## config.mk

```make
export PLATFORM = sky130hd
export DESIGN_NAME = game_timer
export DESIGN_NICKNAME = d
export VERILOG_FILES = /design/src/rtl/game_timer_pkg.sv /design/src/rtl/game_timer_tick_gen.sv /design/src/rtl/game_timer.sv
export SDC_FILE = /design/constraint.sdc
export NUM_CORES = 1
export LEC_CHECK = 0
export CAP_MARGIN = 15
export CORE_ASPECT_RATIO = 1.4
export CORE_MARGIN = 5
export CORE_UTILIZATION = 50
export DETAILED_ROUTE_END_ITERATION = 6
export PLACE_DENSITY = 0.73
export SLEW_MARGIN = 20
export SYNTH_ARGS = -nofsm -noshare
export SYNTH_HDL_FRONTEND = slang
export SYNTH_SLANG_ARGS = --single-unit
```

## constraint.sdc

```tcl
create_clock -name clock_100Mhz -period 4.7 [get_ports clock_100Mhz]
set_clock_uncertainty 0.05 [all_clocks]
set_input_delay 0.94 -clock clock_100Mhz [delete_from_list [all_inputs] [get_ports clock_100Mhz]]
set_output_delay 0.94 -clock clock_100Mhz [all_outputs]
set_load 0.01 [all_outputs]
```

## src/rtl/game_timer_pkg.sv

```systemverilog
// Shared types and constants for the game countdown timer.
// The state encoding and the extra-bit rule used to detect saturating-add overflow live here.
package game_timer_pkg;

  typedef enum logic [1:0] {
    IDLE  = 2'd0,
    RUN   = 2'd1,
    PAUSE = 2'd2,
    DONE  = 2'd3
  } state_t;

  // An unsigned add of two COUNT_W values needs this many extra bits to expose overflow.
  localparam int SAT_GUARD_BITS = 1;

endpackage

```

## src/rtl/game_timer_tick_gen.sv

```systemverilog
// Prescaler that divides the system clock down to the countdown rate.
// It advances only while enabled, holds otherwise, and pulses tick on its terminal count.
module tick_gen #(
  parameter int CLK_HZ  = 100000000,
  parameter int TICK_HZ = 1
) (
  input  logic clock_100Mhz,
  input  logic reset,
  input  logic enable,
  input  logic clear,
  output logic tick
);

  localparam int DIV = CLK_HZ / TICK_HZ;
  localparam int W   = (DIV > 2) ? $clog2(DIV) : 1;
  localparam logic [W-1:0] TERM = W'(DIV - 1);

  logic [W-1:0] prescale;

  // NOTE: sequential state uses non-blocking assignments so every register samples pre-edge values.
  always_ff @(posedge clock_100Mhz or posedge reset) begin
    if (reset) begin
      prescale <= '0;
    end else if (clear) begin
      prescale <= '0;
    end else if (enable) begin
      prescale <= (prescale == TERM) ? '0 : prescale + 1'b1;
    end
  end

  assign tick = enable && (prescale == TERM);

endmodule

```

## src/rtl/game_timer.sv

```systemverilog
// Countdown game timer: start/pause/resume, load, saturating bonus time,
// low-time warning and a one-cycle expiry pulse on reaching zero.
module game_timer
  import game_timer_pkg::*;
#(
  parameter int CLK_HZ     = 100000000,
  parameter int TICK_HZ    = 1,
  parameter int COUNT_W    = 16,
  parameter int START_TIME = 20,
  parameter int WARN_TIME  = 5
) (
  input  logic               clock_100Mhz,
  input  logic               reset,
  input  logic               start,
  input  logic               pause,
  input  logic               load,
  input  logic [COUNT_W-1:0] load_value,
  input  logic               add_time,
  input  logic [COUNT_W-1:0] bonus,
  output logic [COUNT_W-1:0] count,
  output logic               running,
  output logic               warning,
  output logic               expired,
  output logic               time_up
);

  localparam int SUM_W = COUNT_W + SAT_GUARD_BITS;
  localparam logic [COUNT_W-1:0] COUNT_MAX = '1;
  localparam logic [COUNT_W-1:0] START_C   = COUNT_W'(START_TIME);
  localparam logic [COUNT_W-1:0] WARN_C    = COUNT_W'(WARN_TIME);
  localparam logic [COUNT_W-1:0] ONE       = COUNT_W'(1);

  state_t             state, state_next;
  logic [COUNT_W-1:0] count_next;
  logic [COUNT_W-1:0] eff;
  logic               expire_next;
  logic               clear;
  logic               tick;

  function automatic logic [COUNT_W-1:0] sat_add(input logic [COUNT_W-1:0] a,
                                                 input logic [COUNT_W-1:0] b);
    logic [SUM_W-1:0] s;
    s = SUM_W'(a) + SUM_W'(b);
    return (s > SUM_W'(COUNT_MAX)) ? COUNT_MAX : s[COUNT_W-1:0];
  endfunction

  tick_gen #(
    .CLK_HZ (CLK_HZ),
    .TICK_HZ(TICK_HZ)
  ) u_tick_gen (
    .clock_100Mhz(clock_100Mhz),
    .reset       (reset),
    .enable      (running),
    .clear       (clear),
    .tick        (tick)
  );

  always_ff @(posedge clock_100Mhz or posedge reset) begin
    if (reset) begin
      state   <= IDLE;
      count   <= START_C;
      expired <= 1'b0;
    end else begin
      state   <= state_next;
      count   <= count_next;
      expired <= expire_next;
    end
  end

  // NOTE: every combinational output gets a default first so no path leaves it unassigned (no latch).
  always_comb begin
    state_next  = state;
    count_next  = count;
    expire_next = 1'b0;
    clear       = 1'b0;
    eff         = count;
    if (load) begin
      state_next = IDLE;
      count_next = load_value;
      clear      = 1'b1;
    end else begin
      if (add_time && (state == RUN || state == PAUSE)) begin
        eff = sat_add(count, bonus);
      end
      count_next = eff;
      case (state)
        IDLE, DONE: begin
          if (start) begin
            state_next = RUN;
            clear      = 1'b1;
            if (count == '0) count_next = START_C;
          end
        end
        PAUSE: begin
          if (start) state_next = RUN;
        end
        RUN: begin
          // Pause outranks the tick; start is meaningless while already running.
          if (pause) begin
            state_next = PAUSE;
          end else if (tick) begin
            if (eff > ONE) begin
              count_next = eff - ONE;
            end else begin
              count_next  = '0;
              state_next  = DONE;
              expire_next = 1'b1;
            end
          end
        end
        default: state_next = IDLE;
      endcase
    end
  end

  always_comb begin
    running = (state == RUN);
    time_up = (state == DONE);
    warning = (state == RUN) && (count != '0) && (count <= WARN_C);
  end

endmodule
```

; ---- Word-level counts from Yosys, hierarchy flattened
; Index checks and enable logic that the tools add are counted.
[op_classes]
add_sub_neg = 3
n_lt_le_gt_ge = 3
eq_ne = 7
muxes = 27
n_reduce_logical = 12
[ops]
columns = cell, n
row1 = $mux W16, 9
row2 = $mux W27, 3
row3 = $pmux W16 S2, 1
row4 = $add A27 B1 Y27 const B, 1
row5 = $eq A27 B27 Y1 const B, 1
row6 = $add A16 B16 Y17, 1
row7 = $gt A17 B16 Y1 const B, 1
row8 = $gt A16 B1 Y1 const B, 1
row9 = $le A16 B3 Y1 const B, 1
row10 = $logic_not A16 Y1, 1
row11 = $reduce_bool A16 Y1, 1
row12 = $sub A16 B1 Y16 const B, 1
row13 = $mux W2, 5
row14 = $mux W1, 8
row15 = $ne A4 B4 Y1 const B, 2
row16 = $eq A2 B2 Y1 const B, 2
row17 = $logic_and A1 B1 Y1, 4
row18 = $pmux W2 S2, 1
row19 = $ne A3 B1 Y1 const B, 1
row20 = $reduce_and A3 Y1, 1
row21 = $reduce_or A3 Y1, 1
row22 = $eq A2 B1 Y1 const B, 1
row23 = $logic_not A2 Y1, 1
row24 = $reduce_bool A2 Y1, 1
row25 = other kinds (2), 2
[word_totals]
register_bits = 46
inputBits = 38
output_inout_bits = 20
word_cells = 56

; ---- Longest topological paths before layout
[logic_depth]
ltp_word = 11
depth_mapped = 16
ltp_nobuf = 15

; ---- Modules after synthesis
; A second synthesis with hierarchy kept.
[unflattened]
cells_unflattened = 531
hier_area_um2 = 4398.0
[modules_own_cells]
columns = module, n_inst, cells_each, area_each_um2, seq_area_each_um2
row1 = game_timer, 1, 355, 2753.9, 478.0
row2 = tick_gen, 1, 176, 1644.1, 675.6

; ---- Least setup slack after synthesis
; OpenSTA, ideal clock, no wires.
[synth_timing]
kind = input-to-reg
startpoint = input bonus[0]
endpoint = register count[1]
t_arrival_ps = 3847
slack_ps = 738
cell_stages = 15
n_path_buf = 2
cell_sequence = ha_1 -> inv_1 -> fa_1 -> nand2b_1 -> a21o_1 -> a2111o_1 -> and2_1 -> buf_6 -> a21oi_1 -> or3_1 -> buf_2 -> nor4_1 -> and2_1 -> o41ai_1 -> mux2_2
[synth_via]
elab_chain_len = 11
word_cells_on_any_way = 14
cone_classes = add/sub: 2 / order compare: 2 / mux: 10
[synth_lines]
columns = item, line_no
row1 = "start, declared", game_timer.sv:19  ; input logic [COUNT_W-1:0] bonus,
row2 = $add A16 B16 Y17 *, game_timer.sv:43  ; s = SUM_W'(a) + SUM_W'(b);
row3 = $gt A17 B16 Y1, game_timer.sv:44  ; return (s > SUM_W'(COUNT_MAX)) ? COUNT_MAX : s[COUNT_W-1:0];
row4 = $mux W16 *, game_timer.sv:44
row5 = $mux W16 *, game_timer.sv:82  ; if (add_time && (state == RUN || state == PAUSE)) begin
row6 = $mux W16 *, game_timer.sv:77  ; if (load) begin
row7 = $sub A16 B1 Y16 or $gt A16 B1 Y1 (tied branches), "game_timer.sv:103, game_timer.sv:102"
row8 = $mux W16, game_timer.sv:102  ; if (eff > ONE) begin
row9 = $mux W16, game_timer.sv:101  ; end else if (tick) begin
row10 = $mux W16, game_timer.sv:99  ; if (pause) begin
row11 = $pmux W16 S2 *, game_timer.sv:86  ; case (state)
row12 = $mux W16 *, game_timer.sv:77
row13 = via count_next[1], game_timer.sv:34  ; logic [COUNT_W-1:0] count_next;
row14 = "end signal, assigned", game_timer.sv:65  ; count <= count_next;
row15 = "end, declared", game_timer.sv:20  ; output logic [COUNT_W-1:0] count,
; Mark *: on every way through the listed nets, which the timed path passes. The rest lies on a longest branch. The select of a mux whose other input is x is not followed.
; A chain may end at the register's enable or synchronous reset.

; ---- Worst setup path after layout
[layout_timing]
startpoint = input bonus[0]
endpoint = register state[0]
[layout_via]
elab_chain_len = 8
[layout_lines]
columns = item, line_no
row1 = $add A16 B16 Y17 *, game_timer.sv:43
row2 = $gt A17 B16 Y1, game_timer.sv:44
row3 = $mux W16 *, game_timer.sv:44
row4 = $mux W16 *, game_timer.sv:82
row5 = $mux W16 *, game_timer.sv:77
row6 = $gt A16 B1 Y1 *, game_timer.sv:102
row7 = $ne A4 B4 Y1 (no line) *, --
row8 = $reduce_and A3 Y1 (no line) *, --
row9 = "end signal, assigned", game_timer.sv:64  ; state <= state_next;
row10 = "end, declared", game_timer.sv:33  ; state_t state, state_next;
; Every way passes the cells marked *; elsewhere a longest branch is shown, timed or not. The select of a mux whose other input is x is not followed.

==> results by group <==
Pwr
  – Worst ir drop on vdd: 309.8 uV
  – P_int: 855.8 uW
  – Pwr Density: 298.0 mW/mm^2
  – Comb pwr share: 0.493
  – Switching Power: 592.2 uW
  – Part of the power in registers: 0.319
  – LEAKAGE: 0.002019 uW
  – Overall power: 1448 uW
  – Sw frac: 0.4090
  – Clock share of power: 0.188

Yosys
  – Synth unique cells: 70
  – Seq cells post-synth: 46
  – Post-Syn Area: 0.003975 sq mm
  – Synth top area share: 0.2770
  – Count leader, synth: nand2_1
  – Syn avg cell area: 7.871 sq um
  – Mapped Cells: 505
  – Synthesis warning total: 0
  – Post-synth EDFFs: 0
  – Synth Flop Type: dfrtp_1
  – Synth top cells by count: 60 x nand2_1, 56 x nor2_1, 44 x dfrtp_1, 34 x a21oi_1, 27 x o21ai_1
  – Synth top area cells: dfrtp_1 28%, ha_1 6.9%, nand2_1 5.7%, nor2_1 5.3%, a21oi_1 4.3%
  – Sequential-to-total area share from yosys stat: 0.2902
  – Ys async rst share: 1.000
  – Synthesized net count: 566
  – Synth area leader: dfrtp_1

Drt
  – WL met3: 462 microns
  – Antenna Nets Post-Route: 0
  – Met2 wire length: 6266 microns
  – Vias per cell: 6.171
  – Routed length per instance: 17.51 microns
  – Vias after detailed routing: 4159
  – Met1 WL: 4541 microns
  – Initial DRT Pass Iterations: 5
  – Top routing layer used: met4
  – Routed wire length: 11800 microns
  – Drt initial violations: 216
  – Residual DRC: 0

CTS
  – Number of CTS-inserted buffers: 5
  – Reg clk slew, reported paths: 0.09 ns
  – H-tree depth: 2
  – CTS tree: yes
  – Sink Count: 46
  – Clock Latency Late Sink: 0.32 ns
  – CTS Root Cell: clkbuf_8
  – Setup repair bufs after CTS: 0
  – CTS Hold Bufs: 0
  – Max clock buf depth: 2
  – Post-CTS sizing: 0

Global route
  – Initial antenna violation count: 0
  – Vias in the first global route: 4210
  – First-pass GRT wire length: 19750 microns
  – Largest net degree at the start of global routing: 47
  – Gr usage total: 0.2454
  – GR Overflow Total: 0

Placed design
  – Port Buf Inserts: 57
  – Worst slack, placed: -0.07026 ns
  – Routability cong.: 0.8923
  – DP Cell Count: 666
  – HPWL after DPL: 9108 microns

Die
  – DIE AREA: 0.009859 sq mm
  – FP Rows: 38
  – Die width: 85.36 microns
  – Top Ports: 58
  – Initial Utilization: 0.5129
  – Core area: 0.007750 sq mm
  – Die span in y: 115.5 microns

STA
  – Final period util: 0.9490
  – Worst slew pin tran: 0.9727 ns
  – Final setup fails: 0
  – Hold slack final: 0.4208 ns
  – Worst Setup Slack, final: 0.2397 ns
  – Relative slew slack: 0.3506
  – RSZ-0062 raised after global routing: false
  – Min Tclk post-route: 4.460 ns
  – Max Slew Vio Count: 0
  – Final hold violations: 0
  – FMAX: 224.2 MHz

Cells and area
  – Fill count: 714
  – Fraction of layout cells with a size suffix above 1: 0.09408
  – Post-Layout Cell Count: 674
  – Register area: 0.001154 sq mm
  – Multi-input gate area: 0.002679 sq mm
  – # diodes: 0
  – Number of nets in the layout: 634
  – Area growth from synthesis to layout: 22.25%

Worst setup path
  – Crit Path Max Fanout: 4
  – CP startpoint kind: input port
  – CP Cell Sequence: clkdlybuf4s50_1 > ha_1 > inv_1 > fa_1 > nand2b_1 > a21o_1 > a211oi_1 > nor2_1 > xnor2_1 > a2111o_1 > nor3_1 > and2_1 > nand3_1 > a221oi_1
  – Critical Path End Type: flop
  – Max incr delay on CP: 0.46 ns
  – CP max stage cell: clkdlybuf4s50_1
  – Worst Path Arrival: 4.63 ns
  – CP top delay family: compound AO/OA/AOI/OAI gates
  – Worst path bufs/invs: 2
  – Setup Crit Path Kind: in2reg
  – WP data required: 4.87 ns

Flow run
  – Max Cap Viol: 0

Run status
  – Status: finished clean

Worst hold path
  – Type of the worst min-delay path: reg2reg
-- per-layer routing --
| metal | GRT usage | vias up |
|---|---|---|
| met3 | 0.02987 | 33 |
| met4 | 0.1267 | 0 |
| met2 | 0.4528 | 115 |
| met1 | 0.2739 | 2002 |
| met5 | 0 | - |
| li1 | - | 2009 |
-- worst paths after layout --
| path | endpoint | cells after the start | from | slack, ns |
|---|---|---|---|---|
| max | state[0]$_DFFE_PP0P_ | 14 | bonus[0] | 0.24 |
| min | u_tick_gen.prescale[26]$_DFFE_PP0P_ | 1 | u_tick_gen.prescale[26]$_DFFE_PP0P_ | 0.42 |
| max reg2reg | count[11]$_DFF_PP0_ | 13 | state[0]$_DFFE_PP0P_ | 0.72 |
| min reg2reg | u_tick_gen.prescale[26]$_DFFE_PP0P_ | 1 | u_tick_gen.prescale[26]$_DFFE_PP0P_ | 0.42 |
| max in group asynchronous | u_tick_gen.prescale[15]$_DFFE_PP0P_ | 2 | reset | 2.89 |
| min in group asynchronous | count[13]$_DFF_PP0_ | 2 | reset | 1.10 |
-- sequential cells by signal, summed over array words and instances (netlist names) --
name                 cells
count                   16
expired                  1
state                    2
u_tick_gen.prescale     27
-- area by class of cell --
cell class / instances / area share
tap: 100 / 0.02575
timing repair buffer: 82 / 0.1560
multi-input combinational: 425 / 0.5512
inverter: 13 / 0.01004
clock inverter: 2 / 0.002575
sequential: 46 / 0.2374
clock buffer: 6 / 0.01699
-- power by group through the flow --
stage / clock network [uW] / registers (uW) / logic [uW]
floorplan: 0 / 469 / 441
global placement: 0 / 468 / 690
detailed placement: 0 / 470 / 698
CTS: 279 / 462 / 704
global route: 292 / 466 / 776
finish: 272 / 462 / 714
-- stage by stage --
step	setup TNS, ns	area [sq um]	utilization
finish	0	4860	0.6271
global route	0	4860	0.6271
CTS	0	4860	0.6271
detailed placement	-0.3511	4765	0.6148
global placement	-0.03023	4765	0.6148
floorplan	0	3975	-
-- layout by cell type (no fill, tap or decap), drive strengths merged, types with 12 or more instances in the layout --
| cell type | instances |
|---|---|
| dfrtp | 44 |
| nor2 | 56 |
| o21ai | 53 |
| and3 | 12 |
| xnor2 | 14 |
| nand3 | 16 |
| inv | 13 |
| ha | 22 |
| clkdlybuf4s50 | 57 |
| nor3 | 13 |
| nand2 | 61 |
| a21oi | 36 |
| buf | 25 |
| nor4 | 13 |
-- cell families after synthesis --
family	after synthesis	synth area share
buf+inv	34	0.03588
simple gates	214	0.2760
mux	3	0.007869
fa+ha+maj	23	0.07428
xor+xnor	23	0.05068
compound gates	162	0.2650
flops	46	0.2902
No activity file was read; power rests on OpenSTA's default activity.
